--- src/rtl/neuron_mac.sv ---
// neuron_mac: weighted-sum stage ahead of the sigmoid activation.
// Accumulates N_INPUTS signed Q4.4 x*w products plus a Q4.4 bias at full
// precision (Q8.8 in a 20-bit accumulator). It then floors the sum to Q4.4
// and saturates it to 8 bits.
//
// Handshake: a pair transfers on a rising edge where in_valid && in_ready.
// A result transfers on a rising edge where out_valid && out_ready. A
// producer may hold in_valid and change data freely while in_ready is low;
// nothing is sampled then. out_valid and in_ready are never high together.
module neuron_mac #(
   parameter int N_INPUTS = 4
) (
   input  logic       clk,
   input  logic       rst_n,
   input  logic       in_valid,
   output logic       in_ready,
   input  logic [7:0] x_in,
   input  logic [7:0] w_in,
   input  logic [7:0] bias,
   output logic       out_valid,
   input  logic       out_ready,
   output logic [7:0] z,
   output logic       sat,
   output logic [1:0] dbg_state
);

   typedef enum logic [1:0] {
      IDLE = 2'd0,
      ACC  = 2'd1,
      OUT  = 2'd2
   } state_t;

   localparam logic [4:0] N_LAST = 5'(N_INPUTS);

   state_t             state;
   state_t             state_next;
   logic signed [19:0] acc;
   logic [4:0]         cnt;

   logic               take;
   logic               last;
   logic signed [15:0] prod;
   logic signed [19:0] prod_ext;
   logic signed [19:0] bias_ext;
   logic signed [19:0] sum_next;
   logic signed [19:0] floor_sum;
   logic [7:0]         z_next;
   logic               sat_next;

   assign dbg_state = state;
   assign take      = in_valid && in_ready;

   // Full-precision product and the running sum after this pair.
   always_comb begin
      prod      = $signed(x_in) * $signed(w_in);
      prod_ext  = {{4{prod[15]}}, prod};
      bias_ext  = {{8{bias[7]}}, bias, 4'b0000};
      if (state == IDLE) begin
         sum_next = bias_ext + prod_ext;
         last     = (N_INPUTS == 1);
      end else begin
         sum_next = acc + prod_ext;
         last     = ((cnt + 5'd1) == N_LAST);
      end
   end

   // Floor to Q4.4 and saturate into the signed 8-bit range.
   always_comb begin
      floor_sum = sum_next >>> 4;
      z_next    = floor_sum[7:0];
      sat_next  = 1'b0;
      if (floor_sum > 20'sd127) begin
         z_next   = 8'h7F;
         sat_next = 1'b1;
      end else if (floor_sum < -20'sd128) begin
         z_next   = 8'h80;
         sat_next = 1'b1;
      end
   end

   // Next-state logic for the IDLE -> ACC -> OUT neuron sequence.
   always_comb begin
      state_next = state;
      case (state)
         IDLE: begin
            if (take) state_next = last ? OUT : ACC;
         end
         ACC: begin
            if (take && last) state_next = OUT;
         end
         OUT: begin
            if (out_ready) state_next = IDLE;
         end
         default: state_next = IDLE;
      endcase
   end

   // State register. The handshake flags are registered so that both stay
   // low while reset is asserted.
   always_ff @(posedge clk or negedge rst_n) begin
      if (!rst_n) begin
         state     <= IDLE;
         in_ready  <= 1'b0;
         out_valid <= 1'b0;
      end else begin
         state     <= state_next;
         in_ready  <= (state_next != OUT);
         out_valid <= (state_next == OUT);
      end
   end

   // Accumulator, pair counter and the result registers.
   always_ff @(posedge clk or negedge rst_n) begin
      if (!rst_n) begin
         acc <= '0;
         cnt <= '0;
         z   <= '0;
         sat <= 1'b0;
      end else if (take) begin
         acc <= sum_next;
         cnt <= (state == IDLE) ? 5'd1 : cnt + 5'd1;
         if (last) begin
            z   <= z_next;
            sat <= sat_next;
         end
      end
   end

endmodule

--- config.mk ---
export PLATFORM = sky130hd
export DESIGN_NAME = neuron_mac
export DESIGN_NICKNAME = d
export VERILOG_FILES = /design/src/rtl/neuron_mac.sv
export SDC_FILE = /design/constraint.sdc
export NUM_CORES = 1
export LEC_CHECK = 0
export CAP_MARGIN = 20
export CORE_UTILIZATION = 25
export CTS_CLUSTER_DIAMETER = 200
export DETAILED_ROUTE_END_ITERATION = 8
export PLACE_DENSITY = 0.5
export SLEW_MARGIN = 20
export SYNTH_ARGS = -nofsm -noshare
export SYNTH_HDL_FRONTEND = slang
export SYNTH_SLANG_ARGS = --single-unit
--- constraint.sdc ---
create_clock -name clk -period 4.94 [get_ports clk]
set_input_delay 1.482 -clock clk [delete_from_list [all_inputs] [get_ports clk]]
set_output_delay 1.482 -clock clk [all_outputs]
set_load 0.01 [all_outputs]
==> reports/qor.txt, run 1 <==
Clk pin slew, worst setup/hold paths - 60 ps
final WL - 16100 um
endpoints failing setup - 24
Worst-Skew Late Latency - 300 ps
Fmax - 0.132 GHz
Synth Warn # - 0
vias in the first global route - 5697
Vias - 5383
Worst Path Max Fanout - 6
gr usage total - 0.142
Fillers - 2353
Rows - 55
Max Transition Viols Final - 0
status - finished, violations left
Slew @ Worst Pin - 919 ps
clk_skew - 9.30 ps
Initial Utilization - 0.259
commonest non-fill, non-tap cell in the layout - buf_4
largest net degree at the start of global routing - 39
Storage cell area - 951 um^2
crit path capture type - flip-flop
post-synthesis cell area - 5930 um^2
post-synth top area cell - fa_1
share of cells above drive strength 1 - 0.367
post-synthesis sequential area ratio - 0.160
placed inst area - 8130 um^2
commonest non-fill, non-tap cells in the layout - buf_4, inv_1, nand2_1, fa_1, dfrtp_1
multi-input gate area in the final layout - 5220 um^2
syn_area_per_cell - 8.60 um^2
Core ar. - 22900 um^2
fin crit period - 7580 ps
Clock Sinks - 38
DR WL/cell - 13.3 um
Mapped Cells - 689
Antenna diodes - 0
reg2reg end - z[0]
Hold Crit Class - flip-flop to flip-flop
RSZ-0062 raised after global routing - yes
Final Worst Setup Slack - -2640 ps
post-DP HPWL - 13100 um
xor and xnor area share after synthesis - 0.0503
worst reg-to-reg setup slack - 1240 ps
Num CTS Buffers - 5
Hold Fails Final Rpt - 0
Post-Synth Adder-Cell Area - 0.326
Initial DRT Pass Iterations - 4
Design Area, Final - 8790 um^2
final antenna-violating net count - 0
Worst setup startpoint - w_in[6]
net count after synthesis - 837
critical path capture point - z[0]
CTS Buffer Depth - 2
Root Buffer - clkbuf_16
ys async rst share - 1.00
Iter 0 DRT Violations - 170
Total Die Area - 24300 um^2
Seq cells post-synth - 38
Max Cap Viol - 0
Primary FF master, synth - dfrtp_1
Die H - 156 um
R2R cell count - 12
layout overhead on the synthesized area - 48.4%
initial antenna violation count - 0
die width - 156 um
post-synthesis mux area share - 0.0144
failing checks - setup timing
Max-slew headroom - 0.387
Nets - 1041
fin crit share - 1.53
gr ovfl total - 0
post-synth cell types - 66
number of flops mapped to enable cells by yosys - 0
largest family of logic cells by synthesized area - adder cells
I/O Pins - 41
Setup CP Type - input port to flip-flop
synth top area cells - fa_1, dfrtp_1, ha_1, inv_1, and2_1
worst r2r src - acc[0]
wire length of the first global-routing pass - 27700 um
Final GP Congestion - 0.781
Buffers on Ports - 40
Synth Area in Compound Gates - 0.198
CTS tree - built
CP Launch Type - input port
CTS H-tree lvls - 2
drt drc - 0
data required time of the critical path - 5170 ps
CP arrival - 7810 ps
top-area cell type share of the netlist area - 0.193
Synth Area in Simple Gates - 0.178
Via-to-Cell Ratio - 4.46
[logic make-up (layout without fill, tap and decap cells)]
family / count (synthesis) / after routing
AND/OR/NAND/NOR: 202 / 202
AO/OA/AOI/OAI: 177 / 177
flip-flops: 38 / 38
adder cells (fa/ha/maj): 120 / 120
buffers and inverters: 110 / 315
XOR/XNOR: 34 / 34
multiplexers: 8 / 8
[worst min path at each step]
| stage | depth (start not counted) | start | slack (ps) | endpoint |
|---|---|---|---|---|
| finish | 2 | acc[18] | 480 | acc[18] |
| global route | 1 | cnt[4] | 520 | cnt[4] |
| CTS | 2 | acc[18] | 490 | acc[18] |
| detailed placement | 2 | acc[18] | 470 | acc[18] |
| global placement | 2 | acc[18] | 470 | acc[18] |
| floorplan | 2 | acc[18] | 450 | acc[18] |
[metrics by stage]
| step | utilization | TNS [ps] | cells | setup WS, ps | hold slack [ps] |
|---|---|---|---|---|---|
| after floorplan | - | -35760 | 689 | -2380 | 445 |
| after CTS | 0.375 | -44350 | 1202 | -2730 | 489 |
| after global routing | 0.384 | -50730 | 1207 | -2950 | 523 |
| final | 0.384 | -44010 | 1207 | -2640 | 484 |
| after detailed placement | 0.355 | -61110 | 1184 | -3330 | 472 |
| after global placement | 0.355 | -61810 | 1184 | -3350 | 468 |
[sequential cells by signal (all words and copies together), names as in the netlist]
register / flops
cnt: 5
dbg_state: 2
in_ready: 1
sat: 1
out_valid: 1
z: 8
acc: 20
[layout make-up]
class	instances	share of cell area
Sequential cell	38	0.108
Inverter	96	0.0413
Clock inverter	2	0.00157
Tap cell	313	0.0445
Clock buffer	6	0.0147
Timing Repair Buffer	211	0.196
Multi-Input combinational cell	541	0.594
[critical path, stage by stage]
cell	delay, ps
dlygate4sd2_1	250
buf_6	130
buf_4	130
and2_1	140
fa_1	490
inv_1	50
fa_1	490
inv_1	60
fa_1	530
inv_1	50
fa_1	530
inv_2	50
ha_4	230
buf_4	130
o21a_1	100
nor2_1	170
xnor2_2	110
ha_1	350
o2111ai_1	190
a32o_1	280
a31oi_1	170
xor2_1	240
mux2i_1	120
or4_1	500
a2111o_1	400
a21oi_4	230
a32o_2	190
[metal layers]
| layer | global-route usage | wire (um) |
|---|---|---|
| met4 | 0.0299 | 167 |
| met3 | 0.0139 | 495 |
| met1 | 0.186 | 7750 |
| met5 | 0 | 0 |
| met2 | 0.251 | 7680 |
[cells in the mapped netlist, types with 6 or more instances]
master    count
o21a_1       14
nand2_1      58
xor2_1       12
clkbuf_1     10
nor2b_1      12
xnor2_1      22
a211oi_1     13
ha_1         63
inv_1        96
dfrtp_1      38
a21o_1       13
nor2_1       29
nand2b_1      8
fa_1         57
a21oi_1      35
a22o_1        6
nor3_1        9
nand3_1      10
o21ai_0      52
and2_1       47
[what timing repair did]
item,4_1_cts,5_1_grt
hold buffers,0,0
buffers inserted,11,6
setup endpoints to repair,25,24
hold endpoints to repair,0,0
resized for setup,140,33
pin swaps,52,33
Power of run 1 is not shown: default switching activity piles up to over one toggle a cycle in this logic, so the estimate is an artifact.
==> run 2, diff against run 1 <==
--- a/config.mk
+++ b/config.mk
@@ -5,11 +5,11 @@
 export SDC_FILE = /design/constraint.sdc
 export NUM_CORES = 1
 export LEC_CHECK = 0
-export CAP_MARGIN = 20
 export CORE_UTILIZATION = 25
 export CTS_CLUSTER_DIAMETER = 200
 export DETAILED_ROUTE_END_ITERATION = 8
 export PLACE_DENSITY = 0.5
+export SETUP_SLACK_MARGIN = 0.02
 export SLEW_MARGIN = 20
 export SYNTH_ARGS = -nofsm -noshare
 export SYNTH_HDL_FRONTEND = slang
==> results of run 2 <==
The final DEF is identical to that of run 1; final timing and power are the same.
Power of run 2 is left out for the same reason.
==> run 3, diff against run 2 <==
==> constraint.sdc (replaced) <==
create_clock -name clk -period 7.7 [get_ports clk]
set_input_delay 2.31 -clock clk [delete_from_list [all_inputs] [get_ports clk]]
set_output_delay 2.31 -clock clk [all_outputs]
set_load 0.01 [all_outputs]
==> run 3 against run 2 <==
  * The flow still finishes with violations (setup timing)
  * Clock-buffer cell count decreased by 1
  * Final area decreased by 2.1%
  * Largest cell class unchanged
  * Die area unchanged
  * Worst setup slack improved by 2000 ps
  * Clock skew decreased by 2.9 ps
  * Sequential cell count unchanged
  * Utilization decreased by 0.82 points
  * Register-to-register slack improved by 2800 ps
==> reports/qor.txt, run 3 (same netlist as run 1, synthesis figures left out) <==
Nets - 1035 (-0.58%)
RSZ-0062 raised after global routing - yes
Core ar. - 22900 um^2 (unchanged)
Worst Path Max Fanout - 6 (unchanged)
CP arrival - 8560 ps (+750 ps)
Largest Register - acc
multi-input gate area in the final layout - 5060 um^2 (-3.1%)
commonest non-fill, non-tap cell in the layout - buf_4
final WL - 15700 um (-2.5%)
CTS H-tree lvls - 2 (unchanged)
Total Die Area - 24300 um^2 (unchanged)
fin crit share - 1.08
CTS tree - built
Worst path slowest cell - fa_1
Clock Sinks - 38 (unchanged)
DR WL/cell - 13.1 um (-2.0%)
Max-slew headroom - 0.563 (+0.176)
Final Worst Setup Slack - -623 ps (+2020 ps)
max reg flops - 20 (unchanged)
commonest non-fill, non-tap cells in the layout - buf_4, inv_1, fa_1, nand2_1, ha_1
Fillers - 2356 (+0.13%)
Storage cell area - 951 um^2 (unchanged)
Antenna diodes - 0 (unchanged)
post-DP HPWL - 12900 um (-2.0%)
Fmax - 0.120 GHz
worst r2r src - acc[0]
drt drc - 0 (unchanged)
Worst Min Path Start - sat
Hold Fails Final Rpt - 0 (unchanged)
Iter 0 DRT Violations - 167 (-1.8%)
Initial DRT Pass Iterations - 5 (+1)
share of cells above drive strength 1 - 0.345 (-0.0223)
layout overhead on the synthesized area - 45.2%
Vias - 5363 (-0.37%)
endpoints failing setup - 10 (-58%)
failing checks - setup timing
Die H - 156 um (unchanged)
initial antenna violation count - 0 (unchanged)
CTS Buffer Depth - 2 (unchanged)
Buffers on Ports - 40 (unchanged)
cell mode on critical path - fa_1
crit path capture type - flip-flop
Final GP Congestion - 0.763 (-2.3%)
status - finished, violations left
final antenna-violating net count - 0 (unchanged)
Worst-Skew Late Latency - 290 ps (about the same)
Max Transition Viols Final - 0 (unchanged)
Clk pin slew, worst setup/hold paths - 60 ps (about the same)
vias in the first global route - 5294 (-7.1%)
largest net degree at the start of global routing - 39 (unchanged)
Top Registers - acc x20, z x8, cnt x5
Root Buffer - clkbuf_16
Rows - 55 (unchanged)
Hold Crit Class - flip-flop to flip-flop
data required time of the critical path - 7930 ps (+2760 ps)
Place WS - -1560 ps (+1770 ps)
Setup CP Type - input port to flip-flop
Slew @ Worst Pin - 649 ps (-270 ps)
die width - 156 um (unchanged)
gr usage total - 0.134 (-0.00790)
clk_skew - 6.41 ps (-2.89 ps)
Num CTS Buffers - 5 (unchanged)
Via-to-Cell Ratio - 4.47 (+0.13%)
CP Launch Type - input port
CP peak stage delay - 540 ps (about the same)
CTS Hold Bufs - 0 (unchanged)
I/O Pins - 41 (unchanged)
Initial Utilization - 0.259 (unchanged)
Worst setup startpoint - x_in[5]
Max Cap Viol - 0 (unchanged)
fin crit period - 8320 ps
gr ovfl total - 0 (unchanged)
wire length of the first global-routing pass - 26300 um (-5.3%)
run 3: cell count changes in the layout (fill, tap and decap cells not counted), sizes merged:
cell	delta
buf	-5
clkinvlp	+1
dlygate4sd2	-2
run 3: cell type report:
cell class                      count  share of cell area
Sequential cell                    38               0.111
Clock inverter                      3             0.00247
Timing Repair Buffer              205               0.197
Inverter                           96              0.0419
Multi-Input combinational cell    541               0.588
Clock buffer                        5              0.0145
Tap cell                          313              0.0455
run 3: path summary, 6_finish.rpt:
path                       endpoint  slack (ps)  cells past startpoint
min reg2reg                     sat         480                      2
max in group asynchronous    acc[2]        5300                      2
min in group asynchronous    cnt[1]        1920                      1
max reg2reg                    z[0]        4010                     12
max                            z[0]        -620                     29
min                             sat         480                      2
run 3: metal layers:
metal,vias to the layer above,part of all wire,wire length [um],GRT usage
met4,0,0.0059,92,0.0182
met3,9,0.018,280,0.0161
met5,-,0,0,0
met1,2569,0.49,7770,0.187
met2,40,0.48,7550,0.226
li1,2745,-,-,-
run 3: metrics by stage:
step | instance area (um^2) | TNS (ps) | hold slack [ps] | utilization | instances
3_5_place_dp | 7880 | -19920 | 476 | 0.344 | 1175
3_3_place_gp | 7880 | -19770 | 471 | 0.344 | 1175
2_1_floorplan | 6070 | -3630 | 445 | - | 689
6_report | 8600 | -5490 | 483 | 0.375 | 1201
4_1_cts | 8280 | -6330 | 491 | 0.361 | 1194
5_1_grt | 8600 | -8530 | 512 | 0.375 | 1201
run 3: repair_timing:
item,in CTS,in global routing
endpoints found under the setup margin,18,15
setup buffers,11,12
gates resized for setup,120,84
pin swaps,45,65
run 3: critical path, delay by kind of cell:
family	cells	cell delay [ps]
fa+ha+maj	6	2610
simple gates	5	970
xor+xnor	1	180
buf+inv	6	410
mux	1	110
compound gates	10	1970
Power of run 3 is left out for the same reason.
